[src/rtl/cla_wide_seq_if.sv]
// Bus between the wide-add requester, the sequencer, and the registered 32-bit CLA stage.
// The sequencer takes the slave view; the requester/CLA side takes the master view.
interface cla_wide_seq_if #(
    parameter int NWORDS = 4
) ();
    logic                   start;
    logic [32*NWORDS-1:0]   op_a;
    logic [32*NWORDS-1:0]   op_b;
    logic                   cin;
    logic [31:0]            add_a;
    logic [31:0]            add_b;
    logic                   add_ci;
    logic [31:0]            add_s;
    logic                   add_co;
    logic                   busy;
    logic                   done;
    logic [32*NWORDS-1:0]   result;
    logic                   cout;

    modport slave (
        input  start, op_a, op_b, cin, add_s, add_co,
        output add_a, add_b, add_ci, busy, done, result, cout
    );

    modport master (
        output start, op_a, op_b, cin, add_s, add_co,
        input  add_a, add_b, add_ci, busy, done, result, cout
    );
endinterface

[src/rtl/cla_wide_seq.sv]
// Multi-word add sequencer: feeds a registered 32-bit CLA stage one word at a
// time (LSW first), chains the carry, and assembles the wide sum.
//
// state | meaning
// ------+-------------------------------------------------------------
// IDLE  | waiting for start; adder inputs forced to 0
// ISSUE | word idx driven to the CLA stage; it captures at the next edge
// WAIT  | CLA stage registers sum/carry at the next edge
// CAPT  | add_s/add_co valid; stored at the edge, advance or finish
// DONE  | one-cycle done pulse, result/cout valid
module cla_wide_seq #(
    parameter int NWORDS = 4,
    parameter int IW     = 4
) (
    input  logic           clk,
    input  logic           reset,
    cla_wide_seq_if.slave  bus
);
    localparam int W = 32 * NWORDS;

    typedef enum logic [2:0] {
        S_IDLE  = 3'd0,
        S_ISSUE = 3'd1,
        S_WAIT  = 3'd2,
        S_CAPT  = 3'd3,
        S_DONE  = 3'd4
    } state_t;

    state_t          r_state;
    state_t          w_next_state;
    logic [IW-1:0]   r_idx;
    logic            r_carry;
    logic [W-1:0]    r_op_a;
    logic [W-1:0]    r_op_b;
    logic [W-1:0]    r_result;
    logic            r_cout;

    logic            w_last;
    logic            w_busy;
    logic            w_done;
    logic [31:0]     w_add_a;
    logic [31:0]     w_add_b;
    logic            w_add_ci;

    assign w_last = (r_idx == IW'(NWORDS - 1));

    // State register; reset abandons any add in flight.
    always_ff @(posedge clk or posedge reset) begin
        if (reset) begin
            r_state <= S_IDLE;
        end else begin
            r_state <= w_next_state;
        end
    end

    // Next-state: fixed three-edge walk per word, start only honoured in IDLE.
    always_comb begin
        w_next_state = r_state;
        case (r_state)
            S_IDLE:  if (bus.start) w_next_state = S_ISSUE;
            S_ISSUE: w_next_state = S_WAIT;
            S_WAIT:  w_next_state = S_CAPT;
            S_CAPT:  w_next_state = w_last ? S_DONE : S_ISSUE;
            S_DONE:  w_next_state = S_IDLE;
            default: w_next_state = S_IDLE;
        endcase
    end

    // Datapath: latch operands at acceptance, store each returned word in CAPT.
    always_ff @(posedge clk or posedge reset) begin
        if (reset) begin
            r_idx    <= '0;
            r_carry  <= 1'b0;
            r_op_a   <= '0;
            r_op_b   <= '0;
            r_result <= '0;
            r_cout   <= 1'b0;
        end else begin
            case (r_state)
                S_IDLE: begin
                    if (bus.start) begin
                        r_op_a  <= bus.op_a;
                        r_op_b  <= bus.op_b;
                        r_idx   <= '0;
                        r_carry <= bus.cin;
                    end
                end
                S_CAPT: begin
                    r_result[32*int'(r_idx) +: 32] <= bus.add_s;
                    r_carry <= bus.add_co;
                    if (w_last) begin
                        r_cout <= bus.add_co;
                    end else begin
                        r_idx <= r_idx + 1'b1;
                    end
                end
                default: ;
            endcase
        end
    end

    // Outputs decoded from registered state only, so the adder inputs hold
    // steady for the whole ISSUE/WAIT/CAPT span of a word.
    always_comb begin
        w_busy   = 1'b0;
        w_done   = 1'b0;
        w_add_a  = '0;
        w_add_b  = '0;
        w_add_ci = 1'b0;
        case (r_state)
            S_ISSUE, S_WAIT, S_CAPT: begin
                w_busy   = 1'b1;
                w_add_a  = r_op_a[32*int'(r_idx) +: 32];
                w_add_b  = r_op_b[32*int'(r_idx) +: 32];
                w_add_ci = r_carry;
            end
            S_DONE: w_done = 1'b1;
            default: ;
        endcase
    end

    assign bus.busy   = w_busy;
    assign bus.done   = w_done;
    assign bus.add_a  = w_add_a;
    assign bus.add_b  = w_add_b;
    assign bus.add_ci = w_add_ci;
    assign bus.result = r_result;
    assign bus.cout   = r_cout;
endmodule

[src/flat_wrapper.sv]
// flat-port wrapper written by rule: the top's interface ports become plain ports
module cla_wide_seq_flat 
#(
    parameter int NWORDS = 4,
    parameter int IW     = 4
)
  (clk, reset, bus_start, bus_op_a, bus_op_b, bus_cin, bus_add_s, bus_add_co, bus_add_a, bus_add_b, bus_add_ci, bus_busy, bus_done, bus_result, bus_cout);
  cla_wide_seq_if #(.NWORDS(NWORDS)) bus_i ();
  input  logic clk;
  input  logic reset;
  input wire logic [$bits(bus_i.start)-1:0] bus_start;
  input wire logic [$bits(bus_i.op_a)-1:0] bus_op_a;
  input wire logic [$bits(bus_i.op_b)-1:0] bus_op_b;
  input wire logic [$bits(bus_i.cin)-1:0] bus_cin;
  input wire logic [$bits(bus_i.add_s)-1:0] bus_add_s;
  input wire logic [$bits(bus_i.add_co)-1:0] bus_add_co;
  output wire logic [$bits(bus_i.add_a)-1:0] bus_add_a;
  output wire logic [$bits(bus_i.add_b)-1:0] bus_add_b;
  output wire logic [$bits(bus_i.add_ci)-1:0] bus_add_ci;
  output wire logic [$bits(bus_i.busy)-1:0] bus_busy;
  output wire logic [$bits(bus_i.done)-1:0] bus_done;
  output wire logic [$bits(bus_i.result)-1:0] bus_result;
  output wire logic [$bits(bus_i.cout)-1:0] bus_cout;
  assign bus_i.start = bus_start;
  assign bus_i.op_a = bus_op_a;
  assign bus_i.op_b = bus_op_b;
  assign bus_i.cin = bus_cin;
  assign bus_i.add_s = bus_add_s;
  assign bus_i.add_co = bus_add_co;
  assign bus_add_a = bus_i.add_a;
  assign bus_add_b = bus_i.add_b;
  assign bus_add_ci = bus_i.add_ci;
  assign bus_busy = bus_i.busy;
  assign bus_done = bus_i.done;
  assign bus_result = bus_i.result;
  assign bus_cout = bus_i.cout;
  cla_wide_seq #(.NWORDS(NWORDS), .IW(IW)) u_core (.clk(clk), .reset(reset), .bus(bus_i));
endmodule
[config.mk]
export PLATFORM = sky130hd
export DESIGN_NAME = cla_wide_seq_flat
export DESIGN_NICKNAME = d
export VERILOG_FILES = /design/src/rtl/cla_wide_seq_if.sv /design/src/rtl/cla_wide_seq.sv /design/src/flat_wrapper.sv
export SDC_FILE = /design/constraint.sdc
export NUM_CORES = 1
export LEC_CHECK = 0
export ABC_AREA = 1
export CORE_ASPECT_RATIO = 0.6
export CORE_MARGIN = 2
export CORE_UTILIZATION = 49
export DETAILED_ROUTE_END_ITERATION = 10
export HOLD_SLACK_MARGIN = 0.1
export PLACE_DENSITY_LB_ADDON = 0.25
export SETUP_SLACK_MARGIN = 0.4
export SYNTH_ARGS = -nofsm -noshare
export SYNTH_HDL_FRONTEND = slang
export SYNTH_SLANG_ARGS = --single-unit
[constraint.sdc]
create_clock -name clk -period 19.5 [get_ports clk]
set_clock_uncertainty 0.1 [all_clocks]
set_input_delay 4.875 -clock clk [delete_from_list [all_inputs] [get_ports clk]]
set_output_delay 4.875 -clock clk [all_outputs]
set_load 0.02 [all_outputs]
==> results of run 1 <==
[through the flow]
stage,hold WS (ps),power (mW),worst slack [ps],instances
after floorplan,344,2.89,3600,2260
after global placement,354,3.82,10770,3087
after detailed placement,359,3.87,10710,3087
after CTS,373,4.66,10970,3156
after global routing,386,4.96,10760,3166
final,373,4.67,10960,3167
[flip-flops by register name (all words and copies together), names as in the netlist]
name	count
u_core.r_op_a	128
u_core.r_op_b	128
u_core.bus.result	128
u_core.r_state	3
u_core.bus.cout	1
u_core.r_idx	4
u_core.r_carry	1
[worst min-delay path by stage]
stage,start,cells past startpoint,endpoint
after floorplan,u_core.r_op_a[100]$_DFFE_PP0P_,2,u_core.r_op_a[100]$_DFFE_PP0P_
after global placement,u_core.bus.result[85]$_DFFE_PP0P_,2,u_core.bus.result[85]$_DFFE_PP0P_
after detailed placement,u_core.bus.result[14]$_DFFE_PP0P_,2,u_core.bus.result[14]$_DFFE_PP0P_
after CTS,u_core.bus.result[88]$_DFFE_PP0P_,2,u_core.bus.result[88]$_DFFE_PP0P_
after global routing,u_core.r_op_a[55]$_DFFE_PP0P_,2,u_core.r_op_a[55]$_DFFE_PP0P_
final,u_core.r_op_b[20]$_DFFE_PP0P_,2,u_core.r_op_b[20]$_DFFE_PP0P_
[cell families (layout without fill, tap and decap cells)]
group / after synthesis / count (layout) / share of synthesized area (%)
simple gates: 1232 / 1232 / 27.5
flops: 393 / 393 / 54.8
xor+xnor: 2 / 2 / 0.0975
fa+ha+maj: 3 / 3 / 0.209
other cells: 0 / 11 / 0
buf+inv: 271 / 691 / 6.95
compound gates: 359 / 359 / 10.5
[critical path, cell delays in order (launching register included)]
cell	delay [ps]
dfrtp_4	430
buf_4	640
buf_4	720
o21ai_0	300
a21oi_1	220
clkdlybuf4s50_1	640
[power groups by stage]
stage	clock network [mW]	registers [mW]	logic, mW
after floorplan	0	1.50	1.39
after global placement	0	1.39	2.43
after detailed placement	0	1.41	2.46
after CTS	0.786	1.40	2.48
after global routing	0.823	1.44	2.70
final	0.778	1.40	2.49
[layer usage]
layer  GRT usage (%)  vias to the layer above  wire length, µm
met5               0                        -               13
met4            10.9                        2             1740
met3            6.71                      108             4830
met2            45.6                      734            26400
met1            43.6                     8040            25600
li1                -                     7951                -
[layout make-up]
cell class,instances,area [µm²]
flip-flops and latches,393,9840
well taps,476,596
diodes,11,27.5
repair buffers,506,5020
clock inverters,6,63.8
clock buffers,63,1260
multi-input cells,1596,6890
fillers,2962,12100
inverters,116,454
[layout by cell type, fill, tap and decap left out, drive strengths merged, types with 2 or more instances in the layout]
cell type	instances
inv	115
diode	11
nor2	208
clkdlybuf4s50	488
o211ai	31
ha	3
nand4	69
clkinv	5
buf	18
o21ai	227
dfrtp	393
a21oi	98
xor2	2
nand3	15
clkbuf	63
nand2	939
==> impl_metrics.csv, run 1 <==
group,metric,value,unit
cts,htreeDepth,2,
timing,hold_violations,0,
power_and_ir_drop,ir_drop,0.245,mV
yosys,seq_area_frac_synth,54.8,%
timing,relSlewSlack,22.3,%
power_and_ir_drop,p_int,2.57,mW
timing,final.setup.tns,0,ps
placement,numPortBuffers,488,
yosys,synth-seq-cells,393,
cts,clk_latency,540,ps
global_route,gr-total-overflow,0,
cts,numCtsBuffers,39,
power_and_ir_drop,combPwrFrac,53.3,%
timing,min_period,8540,ps
route,drt_wl_total,58600,µm
cts,cts_setup_buffers,0,
yosys,synthTopCellsByArea,"dfrtp_1, nand2_1, o21ai_0, nor2_1, a21oi_1",
route,via_per_inst,5.32,
worst_setup_path,endpoint_kind,"primary output",
cts,cts.sinks,393,
cts,root_buffer,"clkbuf_16",
placement,dp_hpwl,39300,µm
floorplan,initial_utilization,49.6,%
floorplan,fp.dieArea,0.0383,mm²
yosys,synth.most_common_cell,"nand2_1",
worst_setup_path,crit-reg2reg-launch,"u_core.r_idx[0]$_DFFE_PP0P_",
global_route,grt_max_degree,135,
outcome,status,"finished, final reports clean",
worst_setup_path,cp-start-kind,"flop",
placement,gp_congestion,0.942,
timing,setup_viol,0,
route,dr.pass1.iters,6,
cells_and_area,final_area,0.0242,mm²
yosys,synth_top_area_cell,"dfrtp_1",
worst_setup_path,reg2reg_slack,15120,ps
timing,max_freq,0.117,GHz
placement,placed_cell_area,0.0228,mm²
worst_setup_path,rr_worst_depth,10,
worst_setup_path,crit_start,"u_core.r_idx[0]$_DFFE_PP0P_",
floorplan,io_pins,489,
cells_and_area,final_nets,2948,
route,antenna_left,0,
route,drt-initial-drc-count,1744,
job,cap_violations,0,
yosys,yosysUniqueCellTypes,31,
timing,final_max_slew_viol_count,0,
floorplan,row_count,54,
floorplan,core_area,0.0362,mm²
power_and_ir_drop,pwr-share-seq,30.1,%
timing,max_slew.worst_pin.slew,1170,ps
timing,rsz0062_at_grt,"no",
global_route,grt_pass1_wl,91900,µm
cts,clkTransAtPathRegs,60,ps
yosys,yosys_warnings,0,
cells_and_area,layout-drive-gt1-share,3.96,%
yosys,synth_ff_type,"dfrtp_1",
route,drc,0,
worst_setup_path,cp.arrival,3560,ps
route,vias,16800,
global_route,track_usage,30.4,%
worst_setup_path,rr_endpoint,"u_core.bus.result[85]$_DFFE_PP0P_",
power_and_ir_drop,p_per_area,193,mW/mm²
route,avgRoutedWirePerCell,18.5,µm
floorplan,die_w,251,µm
global_route,grt_pass1_vias,16100,
yosys,synth_cells,2260,
worst_setup_path,crit_end,"bus_add_b[26]",
floorplan,die_y,152,µm
min_path,worstHoldPathType,"reg2reg",
timing,finalCritPeriodShare,43.8,%
yosys,syn-cell-area,0.0180,mm²
yosys,synth_top_area_share,54.8,%
yosys,async_flop_share,100,%
yosys,synth_top_cells_by_count,"nand2_1, dfrtp_1, nor2_1, o21ai_0, inv_1",
power_and_ir_drop,power_leakage,11.3,nW
cells_and_area,syn2layout_area_growth,34.5,%
cts,cts_hold_buf,0,
power_and_ir_drop,power.share.clock,16.7,%
yosys,synth_edf_count,0,
power_and_ir_drop,switching_power,2.10,mW
cts,cts_tree,"done",
yosys,syn-num-nets,2556,
global_route,grt_antenna_before_repair,12,
worst_setup_path,worst-setup-path-type,"reg2out",
worst_setup_path,path_max_fanout,75,
worst_setup_path,worstPathRequired,14530,ps
yosys,avgSynthCellArea,7.95,µm²
cts,ctsResizeCount,0,
cells_and_area,fin_util,66.7,%
power_and_ir_drop,swShare,45.0,%
cts,cts_max_path_buffers,3,
No activity file was read; power rests on OpenSTA's default activity.
==> run 2: changes to the inputs <==
- clock period: 19.5 -> 7.9 ns (I/O delays scaled with it)
==> run 2 against run 1 <==
Clock power rose by 150%; flip-flop and latch count did not move; critical path depth rose by 1; non-clock buffer count fell by 1; cell count barely moved; count of clock-buffer cells in the layout fell by 10; critical path type unchanged; largest cell class unchanged.
==> impl_metrics.csv, run 2 (synthesis gave the netlist of run 1 again) <==
group,metric,value,unit
cts,ctsResizeCount,0,
route,via_per_inst,5.37,
cts,cts_hold_buf,0,
timing,max_freq,0.179,GHz
global_route,grt_antenna_before_repair,14,
cts,cts_max_path_buffers,3,
timing,hold_violations,0,
worst_setup_path,endpoint_kind,"primary output",
route,drt_wl_total,59100,µm
worst_setup_path,cpMostUsedCell,"nor2_1",
global_route,grt_max_degree,194,
outcome,status,"finished, final reports clean",
timing,min_period,5580,ps
cells_and_area,final_nets,2946,
cts,cts_tree,"done",
worst_setup_path,path_max_fanout,95,
power_and_ir_drop,power_leakage,11.3,nW
power_and_ir_drop,ir_drop,0.436,mV
global_route,track_usage,30.5,%
cts,clk_latency,530,ps
floorplan,initial_utilization,49.6,%
cts,numCtsBuffers,38,
route,drt-initial-drc-count,1851,
cts,clkTransAtPathRegs,70,ps
timing,finalCritPeriodShare,70.6,%
worst_setup_path,cp.arrival,3500,ps
floorplan,die_y,152,µm
floorplan,die_w,251,µm
placement,gp_congestion,0.958,
cts,cts.sinks,393,
route,antenna_left,0,
floorplan,row_count,54,
timing,worst_slack,2320,ps
route,avgRoutedWirePerCell,18.7,µm
worst_setup_path,cp-start-kind,"flop",
placement,dp_hpwl,40100,µm
route,drc,0,
route,dr.pass1.iters,6,
cells_and_area,layout.cells.most_common,"nand2_1",
timing,max_slew.worst_pin.slew,1170,ps
floorplan,core_area,0.0362,mm²
timing,final_max_slew_viol_count,0,
global_route,grt_pass1_vias,16300,
cts,root_buffer,"clkbuf_16",
min_path,worstHoldPathType,"reg2reg",
placement,numPortBuffers,488,
worst_setup_path,worstPathRequired,5830,ps
worst_setup_path,slowest_delay,830,ps
worst_setup_path,crit_path_top_delay_cell,"buf_4",
cells_and_area,fillers,2959,
timing,final.setup.tns,0,ps
timing,relSlewSlack,22.0,%
power_and_ir_drop,p_per_area,477,mW/mm²
worst_setup_path,worst-setup-path-type,"reg2out",
floorplan,fp.dieArea,0.0383,mm²
cts,cts_setup_buffers,0,
timing,rsz0062_at_grt,"no",
global_route,gr-total-overflow,0,
cells_and_area,final_cell_mix,"nand2_1, clkdlybuf4s50_1, dfrtp_1",
cells_and_area,layout-drive-gt1-share,4.03,%
placement,dp_slack,2570,ps
global_route,grt_pass1_wl,92500,µm
route,vias,17000,
worst_setup_path,path_cells,"buf_4 > nor2_1 > nor2_1 > o21ai_0 > a21oi_1 > clkdlybuf4s50_1",
timing,setup_viol,0,
floorplan,io_pins,489,
cts,htreeDepth,2,
job,cap_violations,0,
cells_and_area,syn2layout_area_growth,34.6,%
-- run 2: changes by cell type in the layout (fill, tap and decap cells not counted), sizes merged --
| cell | delta |
|---|---|
| clkinvlp | +2 |
| bufinv | +2 |
| clkinv | +5 |
| diode | +1 |
| clkbuf | -10 |
| buf | -1 |
-- run 2: area by class of cell --
cell class                 count  area [µm²]  share of cell area, %
inverter                     116         450                   1.86
multi-input combinational   1596        6890                   28.5
antenna                       12        30.0                  0.124
clock inverter                15         163                  0.673
clock buffer                  53        1140                   4.71
sequential                   393        9840                   40.7
tap                          476         596                   2.46
timing repair buffer         505        5070                   21.0
-- run 2: per-stage QoR --
step,std cells,power (mW),utilization (%),hold slack (ps),area [µm²]
CTS,3153,11.5,66.6,374,24100
finish,3166,11.5,66.8,371,24200
global route,3166,12.2,66.8,388,24200
floorplan,2260,7.13,-,344,18000
global placement,3085,9.44,63.0,354,22800
detailed placement,3085,9.54,63.0,357,22800
-- run 2: worst paths after layout --
check                                                   from                           endpoint  slack (ps)  cells past startpoint
max in group asynchronous                              reset      u_core.r_op_a[65]$_DFFE_PP0P_        4700                      4
setup reg to reg                 u_core.r_idx[0]$_DFFE_PP0P_  u_core.bus.result[89]$_DFFE_PP0P_        3400                     10
hold reg to reg            u_core.bus.result[64]$_DFFE_PP0P_  u_core.bus.result[64]$_DFFE_PP0P_         370                      2
hold / removal             u_core.bus.result[64]$_DFFE_PP0P_  u_core.bus.result[64]$_DFFE_PP0P_         370                      2
setup / recovery                 u_core.r_idx[0]$_DFFE_PP0P_                       bus_add_a[0]        2320                      6
min in group asynchronous                              reset      u_core.r_op_b[49]$_DFFE_PP0P_        1590                      2
-- run 2: critical path, delay by kind of cell (launching register included) --
| family | cells | cell delay, ps |
|---|---|---|
| compound gates | 2 | 340 |
| buf+inv | 2 | 1480 |
| flops | 1 | 810 |
| simple gates | 2 | 270 |
-- run 2: per-layer routing --
metal | vias up | track usage (%) | share of wire [%] | wire, µm
li1 | 7940 | - | - | -
met1 | 8134 | 44.3 | 43 | 25500
met2 | 769 | 45.1 | 44 | 26200
met3 | 144 | 6.06 | 8.1 | 4790
met4 | 4 | 12.5 | 4.4 | 2600
met5 | - | 0 | 0.039 | 23
-- run 2: power by group --
part	internal [mW]	switching, mW	leakage (nW)
clock network	1.11	0.803	0.646
logic	2.27	3.83	5.85
registers	2.95	0.587	4.78
total	6.32	5.22	11.3
